<file path="src/rtl/de3d_tc_addr_gen.sv">
// Texture-cache address generator: four bilinear corner addresses, border flags
// and bank-sorted tag read addresses, as a 2-stage valid/ready pipeline.

module de3d_tc_axis #(
  parameter int UV_W   = 11,
  parameter int ADDR_W = 9
) (
  input  logic [UV_W-1:0]   c,
  input  logic [1:0]        mode,
  input  logic [ADDR_W-1:0] m,
  output logic [ADDR_W-1:0] a,
  output logic              brd
);
  logic              neg, gt;
  logic [ADDR_W:0]   t;

  assign neg = c[UV_W-1];
  assign gt  = !neg && (c[UV_W-2:0] > (UV_W-1)'(m));
  // Mirror period is 2*(m+1); fold the upper half back onto 0..m.
  assign t   = c[ADDR_W:0] & {m, 1'b1};

  always_comb begin
    a   = c[ADDR_W-1:0] & m;
    brd = 1'b0;
    case (mode)
      2'b01: begin
        if (neg)     a = '0;
        else if (gt) a = m;
        else         a = c[ADDR_W-1:0];
      end
      2'b10: begin
        if (t > {1'b0, m}) a = ~t[ADDR_W-1:0] & m;
        else               a = t[ADDR_W-1:0];
      end
      2'b11:   brd = neg | gt;
      default: ;
    endcase
  end
endmodule

module de3d_tc_addr_gen #(
  parameter int UV_W   = 11,
  parameter int ADDR_W = 9,
  parameter int TAG_W  = 5,
  parameter int MIP_W  = 4
) (
  input  logic              de_clk,
  input  logic              de_rst,
  input  logic              flush,
  input  logic              in_vld,
  output logic              in_rdy,
  input  logic [UV_W-1:0]   ul_u,
  input  logic [UV_W-1:0]   ul_v,
  input  logic [1:0]        mode_x,
  input  logic [1:0]        mode_y,
  input  logic [ADDR_W-1:0] bitmask_x,
  input  logic [ADDR_W-1:0] bitmask_y,
  input  logic [2:0]        bpt,
  input  logic [4:0]        tfmt,
  input  logic              pal_mode,
  input  logic              clip,
  input  logic [MIP_W-1:0]  mipmap,
  input  logic              exact,
  output logic              out_vld,
  input  logic              out_rdy,
  output logic [ADDR_W-1:0] ul_x, ul_y, ur_x, ur_y, ll_x, ll_y, lr_x, lr_y,
  output logic              border_ul, border_ur, border_ll, border_lr,
  output logic              same_word,
  output logic [TAG_W-1:0]  ee_tag, eo_tag, oe_tag, oo_tag,
  output logic [4:0]        tfmt_o,
  output logic [2:0]        bpt_o,
  output logic              pal_mode_o,
  output logic              clip_o,
  output logic [MIP_W-1:0]  mipmap_o,
  output logic              exact_o
);
  localparam int STAGES = 2;
  localparam logic [UV_W-1:0] UV_MAX = {1'b0, {(UV_W-1){1'b1}}};

  logic [STAGES:1] vld_pipe;
  logic            s1_adv, s2_adv, push, s2_load;

  assign s2_adv  = !vld_pipe[2] || out_rdy;
  assign s1_adv  = !vld_pipe[1] || s2_adv;
  assign in_rdy  = s1_adv && !flush;
  assign push    = in_vld && in_rdy;
  assign s2_load = s2_adv && vld_pipe[1];
  assign out_vld = vld_pipe[2];

  always_ff @(posedge de_clk or posedge de_rst)
    if (de_rst)     vld_pipe <= '0;
    else if (flush) vld_pipe <= '0;
    else begin
      if (s1_adv) vld_pipe[1] <= push;
      if (s2_adv) vld_pipe[2] <= vld_pipe[1];
    end

  // Clamp saturates the +1 neighbour instead of wrapping to negative.
  logic [UV_W-1:0] inc_u, inc_v;
  assign inc_u = (mode_x == 2'b01 && ul_u == UV_MAX) ? ul_u : ul_u + UV_W'(1);
  assign inc_v = (mode_y == 2'b01 && ul_v == UV_MAX) ? ul_v : ul_v + UV_W'(1);

  // Axis slots: 0=u, 1=inc_u, 2=v, 3=inc_v.
  logic [3:0][UV_W-1:0]   ax_c;
  logic [3:0][1:0]        ax_mode;
  logic [3:0][ADDR_W-1:0] ax_m, ax_a;
  logic [3:0]             ax_brd;

  assign ax_c    = {inc_v, ul_v, inc_u, ul_u};
  assign ax_mode = {mode_y, mode_y, mode_x, mode_x};
  assign ax_m    = {bitmask_y, bitmask_y, bitmask_x, bitmask_x};

  for (genvar g = 0; g < 4; g++) begin : g_axis
    de3d_tc_axis #(.UV_W(UV_W), .ADDR_W(ADDR_W)) u_axis (
      .c(ax_c[g]), .mode(ax_mode[g]), .m(ax_m[g]), .a(ax_a[g]), .brd(ax_brd[g])
    );
  end

  logic [3:0][ADDR_W-1:0] s1_a;
  logic [3:0]             s1_b;
  logic [2:0]             s1_bpt;
  logic [4:0]             s1_tfmt;
  logic                   s1_pal, s1_clip, s1_exact;
  logic [MIP_W-1:0]       s1_mip;

  always_ff @(posedge de_clk or posedge de_rst)
    if (de_rst) begin
      s1_a <= '0; s1_b <= '0; s1_bpt <= '0; s1_tfmt <= '0;
      s1_pal <= 1'b0; s1_clip <= 1'b0; s1_exact <= 1'b0; s1_mip <= '0;
    end else if (push) begin
      s1_a <= ax_a; s1_b <= ax_brd; s1_bpt <= bpt; s1_tfmt <= tfmt;
      s1_pal <= pal_mode; s1_clip <= clip; s1_exact <= exact; s1_mip <= mipmap;
    end

  // Word index per column (x of UL/LL and of UR/LR); corner tags in UL,UR,LL,LR order.
  logic [1:0][ADDR_W-1:0] xw;
  logic [3:0][TAG_W-1:0]  tag;
  logic [1:0]             sel;

  for (genvar g = 0; g < 2; g++) begin : g_col
    assign xw[g] = (s1_bpt == 3'b011) ? (s1_a[g] >> 3) :
                   (s1_bpt == 3'b100) ? (s1_a[g] >> 2) : (s1_a[g] >> 1);
  end
  for (genvar g = 0; g < 4; g++) begin : g_tag
    assign tag[g] = TAG_W'({s1_a[2 + g/2][2:1], xw[g%2][3:1]});
  end

  // Swapping columns/rows by parity is an XOR of the corner index with {q,p}.
  assign sel = {s1_a[2][0], xw[0][0]};

  always_ff @(posedge de_clk or posedge de_rst)
    if (de_rst) begin
      ul_x <= '0; ul_y <= '0; ur_x <= '0; ur_y <= '0;
      ll_x <= '0; ll_y <= '0; lr_x <= '0; lr_y <= '0;
      border_ul <= 1'b0; border_ur <= 1'b0; border_ll <= 1'b0; border_lr <= 1'b0;
      same_word <= 1'b0;
      ee_tag <= '0; eo_tag <= '0; oe_tag <= '0; oo_tag <= '0;
      tfmt_o <= '0; bpt_o <= '0; pal_mode_o <= 1'b0; clip_o <= 1'b0;
      mipmap_o <= '0; exact_o <= 1'b0;
    end else if (s2_load) begin
      ul_x <= s1_a[0]; ul_y <= s1_a[2]; ur_x <= s1_a[1]; ur_y <= s1_a[2];
      ll_x <= s1_a[0]; ll_y <= s1_a[3]; lr_x <= s1_a[1]; lr_y <= s1_a[3];
      border_ul <= s1_b[0] | s1_b[2];
      border_ur <= s1_b[1] | s1_b[2];
      border_ll <= s1_b[0] | s1_b[3];
      border_lr <= s1_b[1] | s1_b[3];
      same_word <= (xw[0] == xw[1]);
      ee_tag <= tag[sel];
      oe_tag <= tag[sel ^ 2'd1];
      eo_tag <= tag[sel ^ 2'd2];
      oo_tag <= tag[sel ^ 2'd3];
      tfmt_o <= s1_tfmt; bpt_o <= s1_bpt; pal_mode_o <= s1_pal; clip_o <= s1_clip;
      mipmap_o <= s1_mip; exact_o <= s1_exact;
    end
endmodule

</file>
<file path="config.mk">
export PLATFORM = sky130hd
export DESIGN_NAME = de3d_tc_addr_gen
export DESIGN_NICKNAME = d
export VERILOG_FILES = /design/src/rtl/de3d_tc_addr_gen.sv
export SDC_FILE = /design/constraint.sdc
export NUM_CORES = 1
export LEC_CHECK = 0
export BUFFER_PORTS_ARGS = -buffer_cell sky130_fd_sc_hd__buf_2
export CAP_MARGIN = 20
export CORE_MARGIN = 5
export CORE_UTILIZATION = 54
export CTS_CLUSTER_SIZE = 25
export DETAILED_ROUTE_END_ITERATION = 8
export PLACE_DENSITY = 0.77
export SLEW_MARGIN = 20
export SYNTH_ARGS = -nofsm -noshare
export SYNTH_HDL_FRONTEND = slang
export SYNTH_HIERARCHICAL = 1
export SYNTH_SLANG_ARGS = --single-unit
</file>
<file path="constraint.sdc">
create_clock -name de_clk -period 7.1 [get_ports de_clk]
set_input_delay 0.355 -clock de_clk [delete_from_list [all_inputs] [get_ports de_clk]]
set_output_delay 0.355 -clock de_clk [all_outputs]
set_load 0.01 [all_outputs]
</file>
==> results of run 1 <==
power by group:
| group | internal [mW] | switching, mW | leakage [nW] | total [mW] |
|---|---|---|---|---|
| Sequential | 0.841 | 0.119 | 1.58 | 0.960 |
| Clock | 0.523 | 0.340 | 0.284 | 0.863 |
| Combinational | 0.384 | 0.443 | 4.26 | 0.827 |
cells by family (layout without fill, tap and decap cells):
| kind of cell | count (synthesis) | count (layout) |
|---|---|---|
| adders and majority gates | 150 | 150 |
| muxes | 194 | 194 |
| buffers and inverters | 169 | 304 |
| other | 0 | 2 |
| xor gates and xnor gates | 26 | 26 |
| DFF | 123 | 123 |
| AOI/OAI and AO/OA | 137 | 137 |
| and+or+nand+nor | 197 | 197 |
final cells by class:
cell class	count	area, µm²	area share
diodes	2	5.005	0.0004389
clock buffers	17	425.4	0.03731
clock inverters	15	163.9	0.01437
inverters	91	344.1	0.03017
multi-input cells	704	6178	0.5418
flip-flops and latches	123	3078	0.2699
well taps	234	292.8	0.02567
repair buffers	181	915.9	0.08032
routing by layer:
metal,part of all wire,vias to the layer above,routed length [µm],global-route usage
met5,0.00030,-,7,0
li1,-,3742,-,-
met2,0.45,246,10680,0.3510
met3,0.055,47,1302,0.04596
met4,0.028,2,653,0.09172
met1,0.46,3778,10890,0.2968
cell usage in the layout (no fill, tap or decap), types with 12 or more instances in the layout:
master,synthesis,routed
xnor2_1,12,12
a21oi_1,23,23
nand2_1,102,101
ha_1,150,150
xor2_1,14,14
mux2i_1,77,77
o21ai_0,16,16
nand3_1,22,22
clkbuf_16,0,17
o221ai_1,44,44
dfrtp_1,123,123
inv_1,91,90
nor2_1,15,15
buf_2,5,177
mux2_2,112,112
per-stage QoR:
step / hold slack, ns / worst slack [ns] / util / power [mW]
floorplan: 0.4214 / 3.474 / - / 1.566
global placement: 0.4643 / 2.458 / 0.5806 / 1.770
detailed placement: 0.4716 / 2.614 / 0.5811 / 1.800
CTS: 0.05948 / 3.041 / 0.6128 / 2.677
global route: 0.08071 / 2.578 / 0.6137 / 2.814
finish: 0.03256 / 2.987 / 0.6137 / 2.650
critical path: cells and delay by family:
kind,cells,cell delay [ns]
and+or+nand+nor,7,1.50
AOI/OAI and AO/OA,4,0.91
buffers and inverters,3,0.50
muxes,2,0.50
adders and majority gates,2,0.46
xor gates and xnor gates,1,0.18
worst max-delay path by stage:
stage                            endpoint    start
floorplan           border_ll$_DFFE_PP0P_   de_rst
global placement     s1_a[16]$_DFFE_PP0P_  ul_u[1]
detailed placement   s1_a[17]$_DFFE_PP0P_  ul_u[1]
CTS                  s1_a[14]$_DFFE_PP0P_  ul_u[1]
global route         s1_a[14]$_DFFE_PP0P_  ul_u[1]
finish               s1_a[14]$_DFFE_PP0P_  ul_u[1]
synthesized netlist by cell type (5+ instances only):
master      n  area (µm²)
nand2_1   102       382.9
o22ai_1     7       43.79
o221ai_1   44       385.4
nor3b_1     5       37.54
dfrtp_1   123        3078
nand3_1    22       110.1
mux2_2    112        1261
buf_1       5       18.77
nand4_1    10       62.56
nor2_1     15       56.30
buf_2       5       25.02
xor2_1     14       122.6
and4_1      8       70.07
o21ai_0    16       80.08
nor2b_1    11       68.82
xnor2_1    12       105.1
inv_1      91       341.6
ha_1      150        1877
o21ai_1    11       55.05
clkbuf_1   15       56.30
buf_4      48       360.4
mux2i_1    77       770.7
and3_1      5       31.28
a31oi_1     6       37.54
a21o_1      8       60.06
a21oi_1    23       115.1
state kept, by name, summed over array words and instances, names as in the netlist, 2 cells and up:
register and flops:
bpt_o 3, ee_tag 5, eo_tag 2, ll_x 9, lr_x 9, lr_y 9, mipmap_o 4, oe_tag 3
s1_a 36, s1_b 4, s1_bpt 3, s1_mip 4, s1_tfmt 5, tfmt_o 5, ur_y 9, vld_pipe 2
==> flow_metrics.py, run 1 <==
metrics = {
    "synth": {
        "yosysSeqAreaShare": 0.3047,
        "syn_avg_cell_area_um2": 10.14,
        "async_flop_share": 1.000,
        "synth_top_family_by_area": "multiplexers",
        "synth_xor_area_frac": 0.02254,
        "ys.flop_type": "dfrtp_1",
        "synth-adder-area-share": 0.1858,
        "synth_nets": 1210,
        "yosysUniqueCellTypes": 51,
        "synthMuxAreaShare": 0.2075,
        "mappedNetlistArea_mm2": 0.01010,
        "yosys_warnings": 6,
        "synth-simple-area-share": 0.09389,
        "synth-edff-count": 0,
        "synth-compound-area-share": 0.09885,
        "synth_cells": 996,
        "ys_seq_elements": 123,
    },
    "critical_path": {
        "cp.arrival_ns": 4.41,
        "max_stage_delay_ns": 0.47,
        "startpoint_type": "input pin",
        "cp_slowest_cell": "a31oi_1",
        "cp-end-kind": "flop",
        "worstSetupPathType": "input pin to flop",
        "crit_path_cell_trace": "buf_2, ha_1, nand3_1, nor4_1, a21oi_1, and3_1, and3_1, xor2_1, nand2_1, inv_1, ha_1, nand3_1, nor3b_1, a221oi_1, a31oi_1, buf_4, mux2i_1, o221ai_1, mux2_2",
        "worstPathMaxFanout": 7,
        "r2r_cells": 6,
        "r2r_start": "s1_bpt[0]$_DFFE_PP0P_",
        "required_ns": 7.39,
        "reg2reg_to": "same_word$_DFFE_PP0P_",
        "r2r_setup_slack_ns": 4.88,
    },
    "clock_tree": {
        "cts_tree": "done",
        "post_cts_resized": 0,
        "cts_num_sinks": 123,
        "ctsHoldBuffers": 0,
        "cts_setup_buffers": 0,
        "ctsRootBufferMaster": "clkbuf_16",
        "clockBufferDepth": 2,
        "clk_pin_slew_ns": 0.06,
        "clkLatencyLatePin_ns": 0.42,
        "htreeDepth": 4,
        "cts-buffers-inserted": 17,
    },
    "timing": {
        "drv_slew": 0,
        "max_freq_mhz": 243.2,
        "setup_viol": 0,
        "tightest_slew_ns": 0.9948,
        "fin_worst_skew_ns": 0.008980,
        "fin_crit_ns": 4.113,
        "hold_viol": 0,
        "final.period_utilization": 0.5792,
        "rsz0062_at_grt": "no",
        "relSlewSlack": 0.3368,
        "setup_tns_ns": 0,
    },
    "global_routing": {
        "grt_usage": 0.2217,
        "first_global_vias": 7878,
        "grt_pass1_wl_um": 39470,
        "gr-total-overflow": 0,
        "grt_max_degree": 82,
        "antenna_found_initial": 3,
    },
    "power_and_ir_drop": {
        "ir_worst_vdd_mv": 0.1972,
        "power.density_mw_per_mm2": 232.4,
        "leakage_nw": 6.122,
    },
    "final_layout": {
        "nFillCells": 1554,
        "areaGrowthSynthToFinish_pct": 12.89,
        "fin_area_mm2": 0.01140,
        "final_cells": 1367,
        "drive_gt1_frac": 0.3015,
        "final_nets": 1332,
    },
    "routing": {
        "drtIter0Drc": 367,
        "drt_wl_total_um": 23530,
        "drt-wirelength-per-cell_um": 17.22,
        "vias_per_cell": 5.717,
        "drc": 0,
        "dr.pass1.iters": 5,
        "detail-route-antenna-nets": 0,
        "num_vias": 7815,
    },
    "floorplanning": {
        "dieArea_mm2": 0.02154,
        "io_pins": 178,
        "die_h_um": 146.8,
        "initial_utilization": 0.5436,
        "core_mm2": 0.01858,
        "die_x_um": 146.8,
        "row_count": 50,
    },
    "placement": {
        "placedCellCount": 1333,
        "hpwl_um": 17810,
        "gp_congestion": 0.9374,
        "portBuffers": 177,
        "placed_cell_area_mm2": 0.01080,
    },
    "job": {
        "cap_violations": 0,
    },
    "hold_path": {
        "min_path_type": "input pin to async pin",
    },
    "status": {
        "run_status": "complete, no violations",
    },
}
Power figures use the tool's default switching activity.
==> run 2, diff against run 1 <==
--- a/config.mk
+++ b/config.mk
@@ -8,10 +8,10 @@
 export BUFFER_PORTS_ARGS = -buffer_cell sky130_fd_sc_hd__buf_2
 export CAP_MARGIN = 20
 export CORE_MARGIN = 5
-export CORE_UTILIZATION = 54
+export CORE_UTILIZATION = 52
 export CTS_CLUSTER_SIZE = 25
 export DETAILED_ROUTE_END_ITERATION = 8
-export PLACE_DENSITY = 0.77
+export PLACE_DENSITY = 0.78
 export SLEW_MARGIN = 20
 export SYNTH_ARGS = -nofsm -noshare
 export SYNTH_HDL_FRONTEND = slang
==> constraint.sdc (replaced) <==
create_clock -name de_clk -period 3.5 [get_ports de_clk]
set_input_delay 0.175 -clock de_clk [delete_from_list [all_inputs] [get_ports de_clk]]
set_output_delay 0.175 -clock de_clk [all_outputs]
set_load 0.01 [all_outputs]
==> run 2 against run 1 <==
Clock-buffer cell count up 3. Worst setup slack lost 2.6 ns. Wire length rose by 5.9%. Hold slack worse by 0.0045 ns. Register-to-register slack worse by 3.6 ns. Combinational power grew 110%. Cell area up 5.1%. Sequential share of layout area is 1.3 points lower. Global-route usage up 0.32 points. Clock skew down 0.0017 ns. Clock power rose by 110%. Utilization grew 0.80 points. Critical path type unchanged. Critical endpoint is now s1_a[13]$_DFFE_PP0P_. Highest routed layer is now met4.
==> flow_metrics.py, run 2 (synthesis gave the netlist of run 1 again) <==
metrics = {
    "power_and_ir_drop": {
        "p_clk_frac": 0.322,
        "p_sw_frac": 0.3361,
        "combPwrFrac": 0.321,
        "p_sw_mw": 1.841,
        "p_int_mw": 3.637,
        "seqPwrFrac": 0.356,
        "leakage_nw": 6.432,
        "ir_worst_vdd_mv": 0.3973,
        "power.density_mw_per_mm2": 457.2,
    },
    "hold_path": {
        "hp-start": "bpt[1]",
        "min_path_type": "input pin to flop",
    },
    "routing": {
        "num_vias": 8112,
        "drtIter0Drc": 496,
        "dr.pass1.iters": 5,
        "drt-wirelength-per-cell_um": 17.04,
        "vias_per_cell": 5.549,
        "drc": 0,
        "drt_wl_total_um": 24910,
        "detail-route-antenna-nets": 0,
    },
    "final_layout": {
        "final_cells": 1462,
        "final_cell_mix": "177 x buf_2, 150 x ha_1, 123 x dfrtp_1, 112 x mux2_2, 101 x nand2_1",
        "layout_commonest_cell": "buf_2",
        "fin_area_mm2": 0.01198,
        "top_register": "s1_a",
        "areaGrowthSynthToFinish_pct": 18.62,
        "largest_reg_flops": 36,
        "num_antenna_cells": 0,
        "drive_gt1_frac": 0.3250,
        "final_nets": 1398,
    },
    "clock_tree": {
        "clk_pin_slew_ns": 0.06,
        "cts_tree": "done",
        "clockBufferDepth": 2,
        "clkLatencyLatePin_ns": 0.42,
        "cts_setup_buffers": 0,
        "ctsRootBufferMaster": "clkbuf_16",
        "htreeDepth": 4,
        "cts_num_sinks": 123,
        "cts-buffers-inserted": 17,
    },
    "critical_path": {
        "worstPathMaxFanout": 5,
        "startpoint_type": "input pin",
        "cp_top_family": "simple AND/OR/NAND/NOR gates",
        "path_buf_inv": 3,
        "worstSetupPathType": "input pin to flop",
        "crit_start": "ul_u[0]",
        "required_ns": 3.80,
        "r2r_start": "s1_bpt[0]$_DFFE_PP0P_",
        "max_stage_delay_ns": 0.31,
        "cp.arrival_ns": 3.46,
        "cp-end-kind": "flop",
        "cp_slowest_cell": "nor4_2",
        "crit_path_cell_trace": "buf_2, ha_1, nand3_1, nor4_2, a21oi_1, and3_1, and3_1, xor2_1, nand2_1, inv_1, ha_1, nand3_1, nor3b_2, a221oi_1, a31oi_1, buf_4, mux2i_1, o221ai_1, mux2_2",
    },
    "placement": {
        "hpwl_um": 18360,
        "placedCellCount": 1413,
        "dp_worst_setup_slack_ns": -0.1697,
        "gp_congestion": 0.8896,
        "placed_cell_area_mm2": 0.01121,
        "portBuffers": 177,
    },
    "timing": {
        "hold_ws_ns": 0.02810,
        "drv_slew": 0,
        "hold_viol": 0,
        "max_freq_mhz": 316.3,
        "setup_viol": 0,
        "final.setup.worst_slack_ns": 0.3381,
        "final.period_utilization": 0.9034,
        "fin_worst_skew_ns": 0.007306,
        "fin_crit_ns": 3.162,
        "rsz0062_at_grt": "no",
        "tightest_slew_ns": 1.001,
        "relSlewSlack": 0.3328,
    },
    "floorplanning": {
        "io_pins": 178,
        "core_mm2": 0.01927,
        "initial_utilization": 0.5242,
        "die_x_um": 149.4,
        "dieArea_mm2": 0.02231,
        "die_h_um": 149.4,
        "row_count": 51,
    },
    "global_routing": {
        "grt_pass1_wl_um": 40480,
        "antenna_found_initial": 0,
        "grt_max_degree": 82,
        "first_global_vias": 8204,
        "gr-total-overflow": 0,
        "grt_usage": 0.2249,
    },
    "job": {
        "cap_violations": 0,
    },
    "status": {
        "run_status": "complete, no violations",
    },
}
run 2: path summary, 6_finish.rpt:
| check | slack [ns] | end | cells past startpoint |
|---|---|---|---|
| worst max-delay path | 0.34 | s1_a[13]$_DFFE_PP0P_ | 19 |
| worst min-delay path | 0.03 | s1_bpt[1]$_DFFE_PP0P_ | 2 |
| worst max register to register | 1.33 | same_word$_DFFE_PP0P_ | 6 |
| worst min register to register | 0.49 | border_ur$_DFFE_PP0P_ | 2 |
| max in group asynchronous | 2.22 | s1_clip$_DFFE_PP0P_ | 4 |
| min in group asynchronous | 0.47 | ee_tag[3]$_DFFE_PP0P_ | 3 |
run 2: cell type report:
class | instances | area (µm²)
Sequential cell | 123 | 3078
Clock buffer | 20 | 456.7
Multi-Input combinational cell | 704 | 6168
Fill cell | 1573 | 7289
Tap cell | 265 | 331.6
Inverter | 91 | 344.1
Timing Repair Buffer | 247 | 1466
Clock inverter | 12 | 136.4
run 2: what timing repair did:
item / in CTS / in global routing
gates resized for setup: 0 / 2
hold buffers: 17 / 0
endpoints found under the hold margin: 79 / 0
endpoints found under the setup margin: 0 / 9
run 2: worst register-to-register path, stage by stage, from the launching register on:
cell and delay [ns]:
dfrtp_1 0.56, and3b_1 0.34, or2_1 0.33, o221ai_1 0.32, xor2_1 0.18, nor3_1 0.07, a32o_1 0.26
run 2: power groups by stage:
stage | registers (mW) | logic [mW] | clock network (mW)
final | 1.95 | 1.76 | 1.77
after global routing | 2.00 | 1.93 | 1.85
after CTS | 1.95 | 1.77 | 1.79
after detailed placement | 1.97 | 1.74 | 0
after global placement | 1.96 | 1.69 | 0
after floorplan | 1.99 | 1.19 | 0
run 2: stage by stage:
stage / utilization / setup TNS [ns] / total power, mW
CTS: 0.6212 / 0 / 5.514
finish: 0.6217 / 0 / 5.478
global route: 0.6217 / 0 / 5.776
detailed placement: 0.5815 / -1.304 / 3.711
global placement: 0.5815 / -0.3599 / 3.647
floorplan: - / 0 / 3.177
run 2: layer usage:
layer	vias to the layer above	routed length, µm	GRT usage
met5	-	0	0
met4	0	557	0.07643
met3	44	1177	0.03889
met2	225	12310	0.3864
met1	3974	10870	0.2869
li1	3869	-	-
==> run 3, diff against run 2 <==
--- a/config.mk
+++ b/config.mk
@@ -6,13 +6,12 @@
 export NUM_CORES = 1
 export LEC_CHECK = 0
 export BUFFER_PORTS_ARGS = -buffer_cell sky130_fd_sc_hd__buf_2
-export CAP_MARGIN = 20
 export CORE_MARGIN = 5
-export CORE_UTILIZATION = 52
+export CORE_UTILIZATION = 54
 export CTS_CLUSTER_SIZE = 25
 export DETAILED_ROUTE_END_ITERATION = 8
-export PLACE_DENSITY = 0.78
-export SLEW_MARGIN = 20
+export PLACE_DENSITY = 0.77
+export SLEW_MARGIN = 40
 export SYNTH_ARGS = -nofsm -noshare
 export SYNTH_HDL_FRONTEND = slang
 export SYNTH_HIERARCHICAL = 1
==> constraint.sdc (replaced) <==
create_clock -name de_clk -period 3.6 [get_ports de_clk]
set_input_delay 0.18 -clock de_clk [delete_from_list [all_inputs] [get_ports de_clk]]
set_output_delay 0.18 -clock de_clk [all_outputs]
set_load 0.01 [all_outputs]
==> run 3 against run 2 <==
Sequential power is 3% lower. Clock skew grew 0.0042 ns. Critical path type unchanged. Largest cell class unchanged. Die area is 3.5% lower.
==> flow_metrics.py, run 3 (synthesis gave the netlist of run 1 again) <==
metrics = {
    "status": {
        "run_status": "complete, no violations",
    },
    "timing": {
        "rsz0062_at_grt": "no",
        "drv_slew": 0,
        "relSlewSlack": 0.5282,
        "max_freq_mhz": 307.4,
        "final.setup.worst_slack_ns": 0.3469,
        "fin_worst_skew_ns": 0.01155,
        "fin_crit_ns": 3.253,
        "hold_viol": 0,
        "tightest_slew_ns": 0.7052,
        "final.period_utilization": 0.9036,
        "hold_ws_ns": 0.01100,
        "setup_viol": 0,
    },
    "placement": {
        "portBuffers": 177,
        "dp_worst_setup_slack_ns": -0.06707,
        "placedCellCount": 1374,
        "gp_congestion": 0.9015,
        "hpwl_um": 18390,
    },
    "floorplanning": {
        "core_mm2": 0.01858,
        "dieArea_mm2": 0.02154,
        "die_x_um": 146.8,
        "io_pins": 178,
        "row_count": 50,
        "initial_utilization": 0.5436,
        "die_h_um": 146.8,
    },
    "global_routing": {
        "grt_usage": 0.2311,
        "first_global_vias": 8194,
        "grt_max_degree": 72,
        "antenna_found_initial": 1,
        "grt_pass1_wl_um": 40830,
        "gr-total-overflow": 0,
    },
    "critical_path": {
        "cp-end-kind": "flop",
        "cp.arrival_ns": 3.55,
        "required_ns": 3.89,
        "worstPathMaxFanout": 5,
        "worstSetupPathType": "input pin to flop",
        "startpoint_type": "input pin",
    },
    "routing": {
        "drtIter0Drc": 417,
        "dr.pass1.iters": 5,
        "drc": 0,
        "drt-wirelength-per-cell_um": 17.32,
        "detail-route-antenna-nets": 0,
        "vias_per_cell": 5.658,
        "drt_wl_total_um": 24620,
        "num_vias": 8040,
    },
    "clock_tree": {
        "clockBufferDepth": 2,
        "cts_num_sinks": 123,
        "post_cts_resized": 0,
        "cts-buffers-inserted": 17,
        "cts_tree": "done",
        "clkLatencyLatePin_ns": 0.41,
        "cts_setup_buffers": 0,
        "ctsRootBufferMaster": "clkbuf_16",
        "clk_pin_slew_ns": 0.06,
        "htreeDepth": 4,
    },
    "final_layout": {
        "areaGrowthSynthToFinish_pct": 17.56,
        "fin_util": 0.6391,
        "final_cell_mix": "177 x buf_2, 150 x ha_1, 123 x dfrtp_1, 112 x mux2_2, 101 x nand2_1",
        "layout_commonest_cell": "buf_2",
        "final_cells": 1421,
        "drive_gt1_frac": 0.3179,
        "largest_reg_flops": 36,
        "top_register": "s1_a",
        "final_nets": 1388,
    },
    "power_and_ir_drop": {
        "leakage_nw": 6.393,
        "p_int_mw": 3.523,
        "combPwrFrac": 0.322,
        "p_sw_mw": 1.750,
        "power.density_mw_per_mm2": 444.1,
        "ir_worst_vdd_mv": 0.4834,
        "p_sw_frac": 0.3319,
        "p_clk_frac": 0.317,
        "seqPwrFrac": 0.360,
    },
    "job": {
        "cap_violations": 0,
    },
    "hold_path": {
        "min_path_type": "input pin to flop",
    },
}
run 3: cell count changes in the layout (fill, tap and decap cells not counted), moves of 2 or more:
cell	previous run	this run
buf_4	52	41
buf_12	1	4
inv_6	4	2
dlygate4sd3_1	17	15
run 3: layer usage:
layer | track usage | vias to the layer above | part of all wire
met2 | 0.3821 | 257 | 0.47
met5 | 0 | - | 0
met4 | 0.08514 | 0 | 0.030
li1 | - | 3859 | -
met3 | 0.04473 | 49 | 0.053
met1 | 0.3022 | 3875 | 0.44
run 3: cell type report:
type                    count  area, µm²
inverters                  91      344.1
fillers                  1521       6705
clock inverters            10      116.4
repair buffers            237       1424
diodes                      1      2.502
flip-flops and latches    123       3078
well taps                 234      292.8
clock buffers              21      460.4
multi-input cells         704       6157
run 3: through the flow:
stage	TNS [ns]	area, µm²	power (mW)
after floorplan	0	10100	3.089
after global placement	0	11110	3.538
after detailed placement	-0.3438	11150	3.605
after CTS	0	11860	5.314
after global routing	0	11880	5.596
final	0	11880	5.274
run 3: worst max-delay path, stage by stage:
cell	delay, ns
buf_2	0.09
ha_1	0.16
nand3_1	0.10
nor4_1	0.35
a21oi_1	0.13
and3_1	0.20
and3_1	0.18
xor2_1	0.16
nand2_1	0.10
inv_1	0.06
ha_1	0.30
nand3_1	0.10
nor3b_1	0.27
a221oi_1	0.13
a31oi_1	0.21
buf_4	0.20
mux2i_1	0.21
o221ai_1	0.14
mux2_2	0.27
run 3: power groups by stage:
stage          sequential [mW]  clock (mW)  combinational [mW]
2_1_floorplan             1.93           0                1.16
3_3_place_gp              1.90           0                1.63
3_5_place_dp              1.92           0                1.69
4_1_cts                   1.90        1.70                1.71
5_1_grt                   1.95        1.78                1.87
6_report                  1.90        1.67                1.70
run 3: path summary, 6_finish.rpt:
path / from / end / slack (ns) / cells after the start
setup / recovery: ul_u[0] / s1_a[17]$_DFFE_PP0P_ / 0.35 / 19
hold / removal: tfmt[2] / s1_tfmt[2]$_DFFE_PP0P_ / 0.01 / 2
setup reg to reg: vld_pipe[2]$_DFFE_PP0P_ / s1_a[24]$_DFFE_PP0P_ / 1.40 / 5
hold reg to reg: border_ul$_DFFE_PP0P_ / border_ul$_DFFE_PP0P_ / 0.47 / 2
max in group asynchronous: de_rst / s1_a[25]$_DFFE_PP0P_ / 2.37 / 4
min in group asynchronous: de_rst / tfmt_o[2]$_DFFE_PP0P_ / 0.42 / 3
run 3: repair_timing:
item                                    CTS  global route
hold endpoints to repair                 65             1
endpoints found under the setup margin    0             0
hold buffers                             14             1
